===== config.mk =====
export PLATFORM = sky130hd
export DESIGN_NAME = tmds_decoder_ch
export DESIGN_NICKNAME = d
export VERILOG_FILES = /design/src/rtl/tmds_decoder_ch.sv
export SDC_FILE = /design/constraint.sdc
export NUM_CORES = 1
export LEC_CHECK = 0
export ABC_AREA = 1
export BUFFER_PORTS_ARGS = -buffer_cell sky130_fd_sc_hd__buf_2
export CAP_MARGIN = 20
export CORE_MARGIN = 2
export CORE_UTILIZATION = 25
export CTS_BUF_LIST = sky130_fd_sc_hd__clkbuf_4
export CTS_CLUSTER_SIZE = 14
export DETAILED_ROUTE_END_ITERATION = 7
export GPL_TIMING_DRIVEN = 0
export PLACE_DENSITY = 0.39
export SLEW_MARGIN = 20
export SYNTH_ARGS = -nofsm -noshare
export SYNTH_HDL_FRONTEND = slang
export SYNTH_SLANG_ARGS = --single-unit
export TNS_END_PERCENT = 50

===== constraint.sdc =====
create_clock -name clk_pix -period 2.1 [get_ports clk_pix]
set_clock_uncertainty 0.2 [all_clocks]
set_input_delay 0.21 -clock clk_pix [delete_from_list [all_inputs] [get_ports clk_pix]]
set_output_delay 0.21 -clock clk_pix [all_outputs]
set_load 0.01 [all_outputs]

===== src/rtl/tmds_decoder_ch.sv =====
// Receive-side TMDS channel: word alignment by bit-slip hunting on control-token runs, then
// 2-stage classify/decode of 10-bit symbols. Optional statistics counters under DECODE_STATS_EN.
module tmds_decoder_ch #(
    parameter int unsigned CTRL_RUN     = 32'd16,
    parameter int unsigned HUNT_TIMEOUT = 32'd64,
    parameter int unsigned SLIP_WAIT    = 32'd8,
    parameter int unsigned MAX_GAP      = 32'd4096
) (
    input  logic       clk_pix,
    input  logic       rst_n_pix,
    input  logic [9:0] sym_in,
    input  logic       sym_valid,
    output logic       bitslip,
    output logic       locked,
    output logic       out_valid,
    output logic       de,
    output logic [7:0] data,
    output logic [1:0] ctrl,
    output logic [7:0] slip_count,
    output logic [7:0] lock_losses
);

    localparam int RUN_W  = $clog2(CTRL_RUN + 32'd1);
    localparam int TO_W   = $clog2(HUNT_TIMEOUT + 32'd1);
    localparam int WAIT_W = $clog2(SLIP_WAIT + 32'd1);
    localparam int GAP_W  = $clog2(MAX_GAP + 32'd1);

    localparam logic [RUN_W-1:0]  RUN_END   = RUN_W'(CTRL_RUN);
    localparam logic [TO_W-1:0]   TO_END    = TO_W'(HUNT_TIMEOUT);
    localparam logic [WAIT_W-1:0] WAIT_END  = WAIT_W'(SLIP_WAIT);
    localparam logic [GAP_W-1:0]  GAP_END   = GAP_W'(MAX_GAP);
    localparam logic [RUN_W-1:0]  RUN_ONE   = {{(RUN_W-1){1'b0}}, 1'b1};
    localparam logic [TO_W-1:0]   TO_ONE    = {{(TO_W-1){1'b0}}, 1'b1};
    localparam logic [WAIT_W-1:0] WAIT_ONE  = {{(WAIT_W-1){1'b0}}, 1'b1};
    localparam logic [GAP_W-1:0]  GAP_ONE   = {{(GAP_W-1){1'b0}}, 1'b1};

    typedef enum logic [1:0] {
        ST_HUNT   = 2'd0,
        ST_SLIP   = 2'd1,
        ST_WAIT   = 2'd2,
        ST_LOCKED = 2'd3
    } state_t;

    // Returns {is_token, c1, c0}.
    function automatic logic [2:0] classify(input logic [9:0] s);
        logic [2:0] r;
        case (s)
            10'h354: r = 3'b100;
            10'h0AB: r = 3'b101;
            10'h154: r = 3'b110;
            10'h2AB: r = 3'b111;
            default: r = 3'b000;
        endcase
        return r;
    endfunction

    function automatic logic [7:0] tmds_decode(input logic [9:0] s);
        logic [7:0] d;
        logic [7:0] q;
        d    = s[9] ? ~s[7:0] : s[7:0];
        q    = 8'h00;
        q[0] = d[0];
        for (int i = 1; i < 8; i++) begin
            q[i] = s[8] ? (d[i] ^ d[i-1]) : ~(d[i] ^ d[i-1]);
        end
        return q;
    endfunction

    state_t            state_r, state_next;
    logic [RUN_W-1:0]  run_r, run_next;
    logic [TO_W-1:0]   to_r, to_next;
    logic [WAIT_W-1:0] wait_r, wait_next;
    logic [GAP_W-1:0]  gap_r, gap_next;

    logic [2:0]        cls_s;
    logic              tok_s;
    logic [RUN_W-1:0]  run_inc_s;
    logic [TO_W-1:0]   to_inc_s;
    logic [WAIT_W-1:0] wait_inc_s;
    logic [GAP_W-1:0]  gap_inc_s;

    logic              v1_r;
    logic              tok1_r;
    logic [1:0]        ctrl1_r;
    logic [9:0]        sym1_r;

    assign cls_s      = classify(sym_in);
    assign tok_s      = cls_s[2];
    assign run_inc_s  = run_r + RUN_ONE;
    assign to_inc_s   = to_r + TO_ONE;
    assign wait_inc_s = wait_r + WAIT_ONE;
    assign gap_inc_s  = gap_r + GAP_ONE;

    // Alignment FSM state and counters.
    always_ff @(posedge clk_pix or negedge rst_n_pix) begin
        if (!rst_n_pix) begin
            state_r <= ST_HUNT;
            run_r   <= {RUN_W{1'b0}};
            to_r    <= {TO_W{1'b0}};
            wait_r  <= {WAIT_W{1'b0}};
            gap_r   <= {GAP_W{1'b0}};
            locked  <= 1'b0;
            bitslip <= 1'b0;
        end else begin
            state_r <= state_next;
            run_r   <= run_next;
            to_r    <= to_next;
            wait_r  <= wait_next;
            gap_r   <= gap_next;
            locked  <= (state_next == ST_LOCKED);
            bitslip <= (state_next == ST_SLIP);
        end
    end

    // Alignment FSM next-state; only valid symbols advance the counters.
    always_comb begin
        state_next = state_r;
        run_next   = run_r;
        to_next    = to_r;
        wait_next  = wait_r;
        gap_next   = gap_r;
        case (state_r)
            ST_HUNT: begin
                if (sym_valid) begin
                    to_next = to_inc_s;
                    if (tok_s) begin
                        run_next = run_inc_s;
                    end else begin
                        run_next = {RUN_W{1'b0}};
                    end
                    // A completed token run takes priority over a coincident timeout.
                    if (tok_s && (run_inc_s == RUN_END)) begin
                        state_next = ST_LOCKED;
                        gap_next   = {GAP_W{1'b0}};
                    end else if (to_inc_s == TO_END) begin
                        state_next = ST_SLIP;
                    end else begin
                        state_next = ST_HUNT;
                    end
                end else begin
                    state_next = ST_HUNT;
                end
            end
            ST_SLIP: begin
                state_next = ST_WAIT;
                wait_next  = {WAIT_W{1'b0}};
            end
            ST_WAIT: begin
                if (sym_valid && (wait_inc_s == WAIT_END)) begin
                    state_next = ST_HUNT;
                    run_next   = {RUN_W{1'b0}};
                    to_next    = {TO_W{1'b0}};
                end else if (sym_valid) begin
                    wait_next = wait_inc_s;
                end else begin
                    state_next = ST_WAIT;
                end
            end
            ST_LOCKED: begin
                if (sym_valid && tok_s) begin
                    gap_next = {GAP_W{1'b0}};
                end else if (sym_valid && (gap_inc_s == GAP_END)) begin
                    state_next = ST_HUNT;
                    run_next   = {RUN_W{1'b0}};
                    to_next    = {TO_W{1'b0}};
                    gap_next   = {GAP_W{1'b0}};
                end else if (sym_valid) begin
                    gap_next = gap_inc_s;
                end else begin
                    state_next = ST_LOCKED;
                end
            end
            default: begin
                state_next = ST_HUNT;
                run_next   = {RUN_W{1'b0}};
                to_next    = {TO_W{1'b0}};
                wait_next  = {WAIT_W{1'b0}};
                gap_next   = {GAP_W{1'b0}};
            end
        endcase
    end

    // Stage 1: classify the incoming symbol.
    always_ff @(posedge clk_pix or negedge rst_n_pix) begin
        if (!rst_n_pix) begin
            v1_r    <= 1'b0;
            tok1_r  <= 1'b0;
            ctrl1_r <= 2'b00;
            sym1_r  <= 10'h000;
        end else begin
            v1_r <= sym_valid;
            if (sym_valid) begin
                tok1_r  <= tok_s;
                ctrl1_r <= cls_s[1:0];
                sym1_r  <= sym_in;
            end
        end
    end

    // Stage 2: decode; de is gated by the lock state at the time of output.
    always_ff @(posedge clk_pix or negedge rst_n_pix) begin
        if (!rst_n_pix) begin
            out_valid <= 1'b0;
            de        <= 1'b0;
            data      <= 8'h00;
            ctrl      <= 2'b00;
        end else begin
            out_valid <= v1_r;
            if (v1_r && tok1_r) begin
                de   <= 1'b0;
                ctrl <= ctrl1_r;
            end else if (v1_r) begin
                de   <= locked;
                data <= tmds_decode(sym1_r);
            end
        end
    end

`ifdef DECODE_STATS_EN
    // Saturating slip and lock-loss statistics; cleared only by reset.
    always_ff @(posedge clk_pix or negedge rst_n_pix) begin
        if (!rst_n_pix) begin
            slip_count  <= 8'h00;
            lock_losses <= 8'h00;
        end else begin
            if ((state_next == ST_SLIP) && (slip_count != 8'hFF)) begin
                slip_count <= slip_count + 8'h01;
            end
            if ((state_r == ST_LOCKED) && (state_next == ST_HUNT) && (lock_losses != 8'hFF)) begin
                lock_losses <= lock_losses + 8'h01;
            end
        end
    end
`else
    assign slip_count  = 8'h00;
    assign lock_losses = 8'h00;
`endif

endmodule


# Yosys cells after proc, flatten, opt, wreduce, memory -nomap -nowiden
# Cells that the tools add are included.
# word_totals
reg_bits,59
input_bits,13
word_cells,110
out_inout_bits,30
# op_classes
n_eq_ne,21
n_reduce_logical,14
bitwise_logic,16
n_mux,40
addsub,4
# op_table
cell,n
13-bit two-way mux,5
7-bit two-way mux,4
13-bit case mux with 2 select lines,1
5-bit two-way mux,5
7-bit case mux with 3 select lines,1
10-bit == test (second input constant),2
5-bit case mux with 3 select lines,1
2-bit two-way mux,7
2-bit != test (second input constant),7
13-bit by 1-bit adder with 13-bit output (second input constant),1
13-bit == test (second input constant),1
3-bit case mux with 4 select lines,1
10-bit by 8-bit == test with 1-bit output (second input constant),1
10-bit by 9-bit == test with 1-bit output (second input constant),1
1-bit two-way mux,10
4-bit two-way mux,2
8-bit two-way mux,1
1-bit inverter,8
8-bit inverter,1
2-bit case mux with 4 select lines,1
4-bit case mux with 2 select lines,1
7-bit by 1-bit adder with 7-bit output (second input constant),1
7-bit == test (second input constant),1
1-bit XOR,7
other kinds (15),24

# Logic depth before layout (Yosys ltp)
# depth
word_depth,7
ltp_mapped,14
mapped_depth_nobuf,13

# Least setup slack after synthesis
# OpenSTA, ideal clock, no wires.
# synth_timing
path_kind,reg-to-reg
startpoint,register gap_r[0]
endpoint,register run_r[0]
setup_ps,117
slack_ps,106
required_ps,1783
period_less_slack_ps,1994
stages_incl_launch_ff,14
path_buffers,1
arrival_ps,1678
path_cell_list,dfrtp_1 -> ha_1 -> nand3_2 -> nor2_4 -> nand3_1 -> nand2_1 -> nand2_1 -> nor2_2 -> nand4_2 -> nand2_4 -> nand2_4 -> buf_6 -> nand2_1 -> nand2_1
# synth_between
elab_chain_cells,5
# synth_lines
element,line_no,text
from (decl),73,"logic [GAP_W-1:0] gap_r, gap_next;"
from (signal assigned),101,gap_r <= {GAP_W{1'b0}};
from (signal assigned),109,gap_r <= gap_next;
13-bit by 1-bit adder with 13-bit output,92,assign gap_inc_s = gap_r + GAP_ONE;
13-bit == test,162,end else if (sym_valid && (gap_inc_s == GAP_END)) begin
1-bit logical AND,162,
2-bit != test (no source line),n/a,
5-bit AND reduction (no source line),n/a,
to (signal assigned),98,run_r <= {RUN_W{1'b0}};
to (signal assigned),106,run_r <= run_next;
to (decl),70,"logic [RUN_W-1:0] run_r, run_next;"
# No other way between the ends.
# A chain may end at the register's enable or synchronous reset.

# Final worst setup path
# layout_timing
startpoint,register gap_r[1]
endpoint,register gap_r[6]
# layout_between
elab_chain_cells,6
elab_cells_between_ends,9
cone_classes,1 x add/sub; 2 x eq/ne; 4 x mux; 2 x reduce/logical
# layout_lines
element,line_no,text
13-bit by 1-bit adder with 13-bit output (*),92,
13-bit == test,162,
1-bit logical AND,162,
13-bit two-way mux,162,
13-bit two-way mux,160,if (sym_valid && tok_s) begin
13-bit case mux with 2 select lines,122,case (state_r)
# Every way passes the cells marked *; elsewhere a longest branch is shown, timed or not. The select of a mux whose other input is x is not followed.

==> run metrics <==
outcome=complete, but fails checks; failing checks=setup timing; Root Driver=clkbuf_4; H-Tree Depth=3; Critical path buffers and inverters=2; switching power total=1.01 mW; combinational fraction of design power=0.249; Max Buffers Root-to-Sink=2; drt first-iter violations=152; worst hold path type=in -> reg; share of layout cells above drive strength 1=0.210; Clock power frac=0.314; final antenna-violating net count=0; post-synth cell types=32; total routed wirelength=approximately 8 mm; worst setup margin=-0.0139 ns; Area Overhead vs Synth=27.4%; final worst path period share=1.01; routed len/inst=11.7 um; Top delay family on crit path=simple AND/OR/NAND/NOR gates; number of flops mapped to enable cells by yosys=0; DR vias=approximately 2900; P per Cell Area=716 nW/um2; final setup fails=10; Die ar.=14500 um2; reg2reg path depth=11; adder-cell share of the synthesized area=0.0258; max_slew headroom=0.469; placed insts=between 600 and 700; fin crit period=approximately 2.1 ns; grt total ovfl=0; initial antenna violation count=0; DR DRC count=0; post-route non-filler standard cell count=slightly below 700; Pre-antenna DRT Iters=4; Reg power frac=0.438; antenna cells=0; worst slew pin tran=slightly below 0.8 ns; Max VDD drop=249 uV; post-synthesis mux area share=0.00664; Hold Path Cell Cnt=4; synthesized area=approximately 3400 um2; Synth top cells by count=131 x nand2_1, 59 x dfrtp_1, 51 x inv_1; post-synth top area share=0.435; WP data required=2.22 ns; row cnt=between 40 and 50; leak pwr=2.22 nW; Tot GR Track Use=0.120; CTS tree=built; grt met1 use=0.161; Die Ht=121 um; Mapped Cells=437; register area share after synthesis=0.435; CP endpoint kind=flip-flop; Pint=between 2 and 2.5 mW; Worst Path Arrival=around 2.2 ns; RSZ-0062 raised after global routing=true; most frequent cell after synthesis=nand2_1; Vias/cell=between 4 and 5; IO buf count=26; Initial Util=0.256; Min Hold Slack=0.0163 ns; Die X=between 100 and 150 um; met2 GRT Util=0.185; Mapped Avg Cell Area=slightly below 8 um2; vias in the first global route=roughly 2800; cell depth of the worst setup path=11; post-synthesis async set-or-reset flop share=1.00; Post-Synth Simple-Gate Area=0.309; Crit path largest cell delay=~0.4 ns; Hold Vio Cnt, Final=0; post-synthesis xor/xnor area fraction=0.0594; Clock transition at path regs=0.11 ns; Yosys reg bits=59; core footprint=approximately 13000 um2; Setup CP Type=reg -> reg; largest net degree at the start of global routing=43; Layout Nets=535; critical path cell sequence=ha_4 > nand3_4 > nor2_4 > nand2_2 > nand2_2 > inv_2 > nor3_2 > nand4_1 > buf_4 > nand3_1 > nand2_1; largest cells by area after synthesis=dfrtp_1 44%, nand2_1 14%, nand3_1 6.0%, inv_1 5.6%, buf_4 3.5%; Startpoint Class=flip-flop; first-pass GRT wire length=~14 mm; Most common cell on crit path=nand2_2; Synth Flop Type=dfrtp_1; CP Max Fanout=6; Sw Ratio=0.328; Yosys top cell by area=dfrtp_1; Worst-Skew Late Latency=between 0.4 and 0.5 ns; fmax=around 470 MHz; Top Usage Layer GRT=met2; post-place setup slack=-0.221 ns; Final GP Congestion=between 0.8 and 0.9; Synth Area in Compound Gates=0.0498; Synth Warn #=0; TritonCTS Buffers=9; largest family of logic cells by synthesized area=simple AND/OR/NAND/NOR gates; MaxCap Viol Count=0; grt met3 use=0.0302; Slew Limit Fails=0; layout filler cell count=~1500; DPL Wire Length=5.86 mm; I/O pin cnt=43; Final Power=3.09 mW; CTS sink cnt=59; slowest cell on the critical path=dfrtp_1
cell usage in the layout (no fill, tap or decap), types with 4 or more instances in the layout:
| master | Yosys | layout |
|---|---|---|
| nor4_1 | 4 | 4 |
| o21ai_0 | 23 | 23 |
| nor3_1 | 9 | 5 |
| conb_1 | 1 | 16 |
| nand3b_1 | 4 | 4 |
| xor2_1 | 11 | 11 |
| buf_6 | 2 | 5 |
| dlygate4sd3_1 | 0 | 14 |
| buf_2 | 5 | 28 |
| nor2_2 | 3 | 5 |
| nand3_1 | 41 | 40 |
| inv_1 | 51 | 50 |
| nor2_1 | 26 | 23 |
| clkbuf_1 | 5 | 5 |
| nand2_2 | 0 | 5 |
| ha_1 | 7 | 6 |
| dfrtp_1 | 59 | 57 |
| nand2_1 | 131 | 126 |
| clkbuf_4 | 0 | 10 |
| xnor2_1 | 12 | 11 |
| nand4_1 | 8 | 8 |
| nor3_2 | 0 | 4 |
| buf_4 | 16 | 27 |
layer usage:
layer  vias up  share of wire
li1       1507              -
met1      1347           0.49
met2        37           0.47
met3        12          0.029
met4         0          0.016
met5         -              0
power groups by stage:
stage	Combinational [mW]	Clock [mW]	Sequential [mW]
6_report	0.769	0.971	1.35
2_1_floorplan	0.467	0	1.37
3_3_place_gp	0.670	0	1.37
3_5_place_dp	0.684	0	1.38
4_1_cts	0.747	1.01	1.36
5_1_grt	0.879	1.05	1.37
sequential cells by signal (all words and copies together) (netlist names), 4 cells and up:
register / count
data: 8
gap_r: 13
sym1_r: 10
run_r: 5
to_r: 7
wait_r: 4
worst reg2reg max path: cells and delay by family, from the launching register on:
family        cells  cell delay [ns]
simple gates      8             0.95
flops             1             0.41
buf+inv           2             0.27
fa+ha+maj         1             0.18
final cells by class:
class,count,area (um2),share of cell area
Buffer,28,199,0.0460
Clock buffer,10,75.1,0.0174
Clock inverter,6,90.1,0.0208
Inverter,53,199,0.0460
Multi-Input combinational cell,312,1670,0.387
Sequential cell,59,1480,0.342
Tap cell,176,220,0.0510
Timing Repair Buffer,52,387,0.0895
cells by family after synthesis:
logic type	Yosys count
buffers and inverters	81
AOI/OAI and AO/OA	30
muxes	2
and+or+nand+nor	234
adders and majority gates	7
xor gates and xnor gates	23
other	1
DFF	59
path summary, 6_finish.rpt:
kind / startpoint / endpoint / slack, ns
worst max-delay path: gap_r[1] / gap_r[6] / -0.01
worst min-delay path: sym_in[2] / ctrl1_r[0] / 0.02
worst max register to register: gap_r[1] / gap_r[6] / -0.01
worst min register to register: v1_r / out_valid / 0.27
max in group asynchronous: rst_n_pix / gap_r[2] / 0.38
min in group asynchronous: rst_n_pix / data[4] / 0.08
per-stage QoR:
| stage | util | area [um2] | TNS, ns |
|---|---|---|---|
| floorplan | - | 3450 | 0 |
| global placement | 0.287 | 3800 | -4.49 |
| detailed placement | 0.289 | 3830 | -4.95 |
| CTS | 0.320 | 4240 | -0.173 |
| global route | 0.326 | 4320 | -4.37 |
| finish | 0.326 | 4320 | -0.0446 |
timing repair:
item	in CTS	in global routing
pin swaps	5	7
hold endpoints to repair	72	0
gates resized for setup	13	16
setup endpoints to repair	28	33
hold buffers	14	0
setup buffers	7	2
cloned	1	1
Note: power is estimated with default switching activity, not from simulation.
